===== config.mk =====
export PLATFORM = sky130hd
export DESIGN_NAME = lut_write_sequencer
export DESIGN_NICKNAME = d
export VERILOG_FILES = /design/src/rtl/lut_write_sequencer.sv
export SDC_FILE = /design/constraint.sdc
export NUM_CORES = 1
export LEC_CHECK = 0
export CORE_MARGIN = 3
export CORE_UTILIZATION = 35
export CTS_BUF_LIST = sky130_fd_sc_hd__clkbuf_8
export DETAILED_ROUTE_END_ITERATION = 10
export PLACE_DENSITY_LB_ADDON = 0.15
export SLEW_MARGIN = 20
export SYNTH_ARGS = -nofsm -noshare
export SYNTH_HDL_FRONTEND = slang
export SYNTH_SLANG_ARGS = --single-unit

===== constraint.sdc =====
create_clock -name clk -period 4 [get_ports clk]
set_input_delay 0.8 -clock clk [delete_from_list [all_inputs] [get_ports clk]]
set_output_delay 0.8 -clock clk [all_outputs]
set_load 0.02 [all_outputs]

===== src/rtl/lut_write_sequencer.sv =====
// lut_write_sequencer: serialises a full truth table for one LUT of a fracturable
// dual-LUT pair into single-bit writes, owning the shared LUT address bus while busy.
//
// Ports:
//   clk, rst             clock (shared with the LUT write port), async active-high reset
//   req_valid/req_ready  request handshake; req_lut_sel picks the LUT (1 = first)
//   req_data             truth table, bit k goes to entry k
//   split_mode           live fracture setting of the LUT pair (1 = split)
//   user_addr            fabric address, passed to lut_addr when not sequencing
//   lut_addr, lut_data_in, lut_write_en, lut_write_lut_select   LUT write port
//   lut_out              LUT pair outputs, used only for readback
//   busy, done, err      status; done/err are one-cycle pulses
//
// Build option: define LUT_WRITE_READBACK_EN to add a VERIFY pass that reads the
// table back after writing and flags mismatches with err alongside done.
module lut_write_sequencer #(
  parameter int unsigned INPUTS   = 4,
  parameter int unsigned MEM_SIZE = 2 ** INPUTS
) (
  input  logic                  clk,
  input  logic                  rst,
  input  logic                  req_valid,
  output logic                  req_ready,
  input  logic                  req_lut_sel,
  input  logic [MEM_SIZE-1:0]   req_data,
  input  logic                  split_mode,
  input  logic [2*INPUTS-1:0]   user_addr,
  output logic [2*INPUTS-1:0]   lut_addr,
  output logic                  lut_data_in,
  output logic                  lut_write_en,
  output logic                  lut_write_lut_select,
  input  logic [1:0]            lut_out,
  output logic                  busy,
  output logic                  done,
  output logic                  err
);

  localparam int unsigned AW = 2 * INPUTS;

  typedef enum logic [1:0] {
    StIdle,
    StWrite,
    StDone
`ifdef LUT_WRITE_READBACK_EN
    , StVerify
`endif
  } state_e;

  state_e                state_q, state_d;
  logic [INPUTS-1:0]     idx_q, idx_d;
  logic [MEM_SIZE-1:0]   data_q;
  logic                  sel_q;
  logic                  err_q, err_d;
  logic                  accept, reject, abort, last;
  logic [AW-1:0]         walk_addr;
  logic                  rb_err;

  assign accept = req_valid && (state_q == StIdle);
  // The second LUT's top address bit is only reachable when the pair is split.
  assign reject = accept && !req_lut_sel && !split_mode;
  assign abort  = (state_q == StWrite) && !sel_q && !split_mode;
  assign last   = (idx_q == INPUTS'(MEM_SIZE - 1));

  // First LUT sits on the upper address half; the second LUT uses the lower half
  // with its top entry bit routed to lut_addr[INPUTS] and lut_addr[INPUTS-1] held 0.
  always_comb begin
    walk_addr = '0;
    if (sel_q) begin
      walk_addr[AW-1:INPUTS] = idx_q;
    end else begin
      walk_addr[INPUTS]       = idx_q[INPUTS-1];
      walk_addr[INPUTS-2:0]   = idx_q[INPUTS-2:0];
    end
  end

`ifdef LUT_WRITE_READBACK_EN
  logic                tail_q;
  logic                cmp_q;
  logic [INPUTS-1:0]   vidx_q;
  logic                flag_q;

  // LUT read data lags the driven address by one cycle, so compares run one
  // cycle behind idx; tail_q adds the extra cycle for the final compare.
  always_ff @(posedge clk or posedge rst) begin
    if (rst) begin
      tail_q <= 1'b0;
      cmp_q  <= 1'b0;
      vidx_q <= '0;
      flag_q <= 1'b0;
    end else begin
      tail_q <= (state_q == StVerify) && !tail_q && last;
      cmp_q  <= (state_q == StVerify) && !tail_q;
      vidx_q <= idx_q;
      if (accept) begin
        flag_q <= 1'b0;
      end else if (cmp_q && (lut_out[sel_q] != data_q[vidx_q])) begin
        flag_q <= 1'b1;
      end
    end
  end

  assign rb_err = flag_q;
`else
  logic unused_lut_out;
  assign unused_lut_out = ^lut_out;
  assign rb_err         = 1'b0;
`endif

  always_comb begin
    state_d              = state_q;
    idx_d                = idx_q;
    err_d                = 1'b0;
    req_ready            = 1'b0;
    busy                 = 1'b0;
    done                 = 1'b0;
    lut_addr             = user_addr;
    lut_data_in          = 1'b0;
    lut_write_en         = 1'b0;
    lut_write_lut_select = 1'b0;
    err                  = err_q;
    unique case (state_q)
      StIdle: begin
        req_ready = 1'b1;
        if (accept) begin
          if (reject) begin
            err_d = 1'b1;
          end else begin
            state_d = StWrite;
            idx_d   = '0;
          end
        end
      end
      StWrite: begin
        busy                 = 1'b1;
        lut_addr             = walk_addr;
        lut_data_in          = data_q[idx_q];
        lut_write_lut_select = sel_q;
        if (abort) begin
          // Fracture lost under a second-LUT write: stop without writing this entry.
          err_d   = 1'b1;
          state_d = StIdle;
          idx_d   = '0;
        end else begin
          lut_write_en = 1'b1;
          if (last) begin
`ifdef LUT_WRITE_READBACK_EN
            state_d = StVerify;
            idx_d   = '0;
`else
            state_d = StDone;
`endif
          end else begin
            idx_d = idx_q + 1'b1;
          end
        end
      end
`ifdef LUT_WRITE_READBACK_EN
      StVerify: begin
        busy     = 1'b1;
        lut_addr = walk_addr;
        if (tail_q) begin
          state_d = StDone;
        end else if (!last) begin
          idx_d = idx_q + 1'b1;
        end
      end
`endif
      StDone: begin
        busy    = 1'b1;
        done    = 1'b1;
        err     = err_q | rb_err;
        state_d = StIdle;
        idx_d   = '0;
      end
      default: state_d = StIdle;
    endcase
  end

  always_ff @(posedge clk or posedge rst) begin
    if (rst) begin
      state_q <= StIdle;
      idx_q   <= '0;
      data_q  <= '0;
      sel_q   <= 1'b0;
      err_q   <= 1'b0;
    end else begin
      state_q <= state_d;
      idx_q   <= idx_d;
      err_q   <= err_d;
      if (accept) begin
        data_q <= req_data;
        sel_q  <= req_lut_sel;
      end
    end
  end

endmodule

# After elaboration in Yosys (flattened, before gate mapping)
# Cells that the tools add are included.
# op_classes
n_reduce_logical	13
n_mux	27
eq_ne	7
n_addsub	1
n_lt_le_gt_ge	1
# ops
cell	count
4-bit two-way mux	4
1-bit two-way mux	12
4-bit case mux with 3 select lines	1
2-bit two-way mux	4
8-bit two-way mux	1
3-bit two-way mux	2
3-bit inequality test, second input constant	2
1-bit logical AND	5
4-bit by 5-bit < comparator with 1-bit output, second input constant	1
4-bit by 1-bit adder with 4-bit output, second input constant	1
1-bit binary-select mux with 4-bit select	1
4-bit equality test, second input constant	1
2-bit inequality test, second input constant	2
2-bit case mux with 2 select lines	1
4-bit AND reduction	1
1-bit zero test	3
3-bit AND reduction	1
3-bit nonzero test	1
2-bit by 1-bit equality test with 1-bit output, second input constant	1
2-bit equality test, second input constant	1
2-bit zero test	1
1-bit case mux with 2 select lines	1
2-bit OR reduction	1
# totals
ff_bits	24
elab_cells	54
output_inout_bits	15

# Longest topological paths before layout
# logic_depth
ltp_word	7
depth_mapped	7
depth_no_buf	6

# Least setup slack after synthesis
# Ideal clock, no wire load.
# synth_path
kind	reg2out
from	register idx_q[0]
to	output port lut_data_in
path_stages_with_launch	6
t_arrival_ns	1.539
setup_slack_ns	1.661
n_path_buf	1
required_time_ns	3.200
path_cell_list	dfrtp_1 buf_6 mux4_2 a2bb2oi_1 a32o_1 and2_1
# synth_between
elab_chain_cells	3
# synth_lines
element	line_no	rtl
start: declaration	50	logic [INPUTS-1:0] idx_q, idx_d;
start signal: assignment	188	idx_q <= idx_d;
1-bit binary-select mux with 4-bit select	136	lut_data_in = data_q[idx_q];
1-bit two-way mux (not written as such)	136	
1-bit two-way mux	121	unique case (state_q)
end: declaration	29	output logic lut_data_in,
# Every way passes these cells. The select of a mux whose other input is x is not followed.

# Worst setup path in the final report
# Same ends and word-level chain as after synthesis.

==> reports/qor.yml <==
yosys:
  synth_edf_count: 0
  synth_area_leaders: "dfrtp_1 (44%), mux2_2 (16%), ha_1 (5.5%)"
  syn-mean-instance-area_um2: 11.5
  synth_compound_area_frac: 0.116
  syn_area_um2: 1370
  synthArstFlopShare: 1.00
  netlist_instances: 119
  synth_nets: 156
  synth_xor_area_frac: 0
  ys_seq_area_frac: 0.437
  yosysTopAreaCellShare: 0.437
  synth_top_area_cell: "dfrtp_1"
  synth_top_flop_cell: "dfrtp_1"
  synthAdderAreaFrac: 0.0546
  ys_types: 30
  synth_top_family_by_area: "multiplexers"
  yosysMostFrequentCell: "dfrtp_1"
  synth-simple-area-share: 0.0984
  ys_warn_count: 0
  ys_top_cells_by_count: "dfrtp_1 (24), mux2_2 (19), inv_1 (9), nor2_1 (7)"
  muxShareOfSynthArea: 0.235
  synth-seq-cells: 24
cells_and_area:
  diodes: 0
  fill_cells: 372
  multi_input_comb_area_um2: 692
  seq_area_um2: 601
  nets: 197
  fin_util: 0.504
  drive_above_1_share: 0.182
  fin_area_um2: 1870
  area_delta_synth_final_pct: 36.2
drt:
  drc: 0
  vias_per_cell: 5.00
  drt_iter0_markers: 22
  antenna_left: 0
  num_vias: 1035
  first_pass_iters: 4
  wl_per_cell_um: 13.3
  wirelength_um: 2750
clock_tree:
  cts_hold_buf: 0
  cts_resized: 0
  clockBufferDepth: 2
  cts_root_buf: "clkbuf_8"
  cts_buffers: 3
  cts_setup_buffers: 0
  clk_pin_slew_ns: 0.08
  worstSkewPairLatency_ns: 0.26
  h-tree-depth: 1
  cts_tree: "done"
  cts.sinks: 24
timing:
  fmax_mhz: 288
  finalClockSkew_ns: 0.00435
  finalHoldViolations: 0
  finalMaxSlewViolations: 0
  whs_ns: 0.505
  setup_violations: 0
  worstMarginPinSlew_ns: 0.919
  period_share: 0.868
  relSlewSlack: 0.387
  fin_crit_ns: 3.47
  fin_tns_setup_ns: 0
  grt_setup_unrepaired: "false"
floorplan:
  die_y_um: 68.7
  start_util: 0.370
  core_um2: 3720
  io_pins: 46
  fp-row-count: 22
  fp.dieW_um: 68.7
  dieArea_um2: 4710
outcome:
  outcome: "finished, final reports clean"
worst_hold_path:
  worst_hold_path_type: "reg2reg"
grt:
  grt_overflow: 0
  grt_max_degree: 25
  antenna_found_initial: 0
  grt_use_total: 0.117
  grt_pass1_wl_um: 4260
  grt_pass1_vias: 974
placement:
  hpwlAfterDp_um: 2080
  gp_congestion: 0.731
  port_buffers: 43
  post_dp_cell_area_um2: 1820
critical_path:
  crit_fanout: 12
  path_class: "reg2out"
  critPathRequiredTime_ns: 3.20
  slowest_delay_ns: 0.69
  critPathSlowestCell: "dfrtp_1"
  crit_path_cell_trace: "mux4_1, a2bb2oi_1, a32o_1, and2_1, clkdlybuf4s50_1"
  critPathLaunchType: "register"
  cp-end-kind: "output pin"
  arrival_ns: 2.67
  critPathTopFamily: "flip-flops"
  path_buf_inv: 1
pwr:
  power_density_nw_per_um2: 649
  power.leakage_nw: 0.782
  ir_worst_vdd_mv: 0.243
  finalPower_mw: 1.21
flow_run:
  max_cap_viol_count: 0
==> worst paths after layout <==
| path | endpoint | slack [ns] | depth (start not counted) | from |
|---|---|---|---|---|
| min | data_q[11]$_DFFE_PP0N_ | 0.50 | 1 | data_q[11]$_DFFE_PP0N_ |
| min reg2reg | data_q[11]$_DFFE_PP0N_ | 0.50 | 1 | data_q[11]$_DFFE_PP0N_ |
| min in group asynchronous | data_q[5]$_DFFE_PP0N_ | 1.04 | 2 | rst |
| max reg2reg | idx_q[0]$_DFFE_PP0P_ | 1.99 | 6 | state_q[1]$_DFFE_PP0P_ |
| max | lut_data_in | 0.53 | 5 | idx_q[0]$_DFFE_PP0P_ |
| max in group asynchronous | data_q[13]$_DFFE_PP0N_ | 2.40 | 2 | rst |
==> stage by stage <==
step                      cells  setup slack [ns]
after CTS                   207             0.515
final                       207             0.528
after floorplan             119              1.66
after detailed placement    203             0.810
after global placement      203             0.821
after global routing        207             0.387
==> cell usage in the layout, fill, tap and decap left out, types with 2 or more instances in the layout <==
| cell | count |
|---|---|
| nor2b_1 | 4 |
| o41ai_1 | 2 |
| a21oi_1 | 3 |
| nand3_1 | 5 |
| a2bb2oi_1 | 2 |
| a31oi_1 | 2 |
| clkdlybuf4s50_1 | 43 |
| dfrtp_1 | 24 |
| a31o_2 | 3 |
| and2_1 | 3 |
| clkbuf_8 | 4 |
| ha_1 | 6 |
| o21ai_0 | 4 |
| o31ai_1 | 2 |
| nor2_1 | 7 |
| mux2_2 | 19 |
| mux2i_1 | 6 |
| inv_1 | 9 |
| nand2_1 | 2 |
==> state kept, by name (all words and copies together) (netlist names) <==
name     count
data_q      16
err          1
idx_q        4
sel_q        1
state_q      2
==> metal layers <==
layer | vias to the layer above | track usage | part of all wire
li1 | 507 | - | -
met1 | 488 | 0.150 | 0.45
met2 | 38 | 0.200 | 0.47
met3 | 2 | 0.0243 | 0.080
met4 | 0 | 0.0298 | 0.0033
met5 | - | 0 | 0
==> layout make-up <==
type,count,share of cell area
Timing Repair Buffer,43,0.230
Sequential cell,24,0.321
Tap cell,48,0.0321
Clock buffer,4,0.0294
Inverter,9,0.0180
Multi-Input combinational cell,79,0.370
==> kinds of logic after synthesis <==
logic type,Yosys count
DFF,24
buffers and inverters,16
AOI/OAI and AO/OA,21
adders and majority gates,6
and+or+nand+nor,25
muxes,27
==> report_power, final <==
part	switching [mW]	internal [mW]	total (mW)
Clock	0.0741	0.0877	0.162
Sequential	0.0887	0.346	0.435
Combinational	0.275	0.343	0.617
Note: power is estimated with default switching activity, not from simulation.
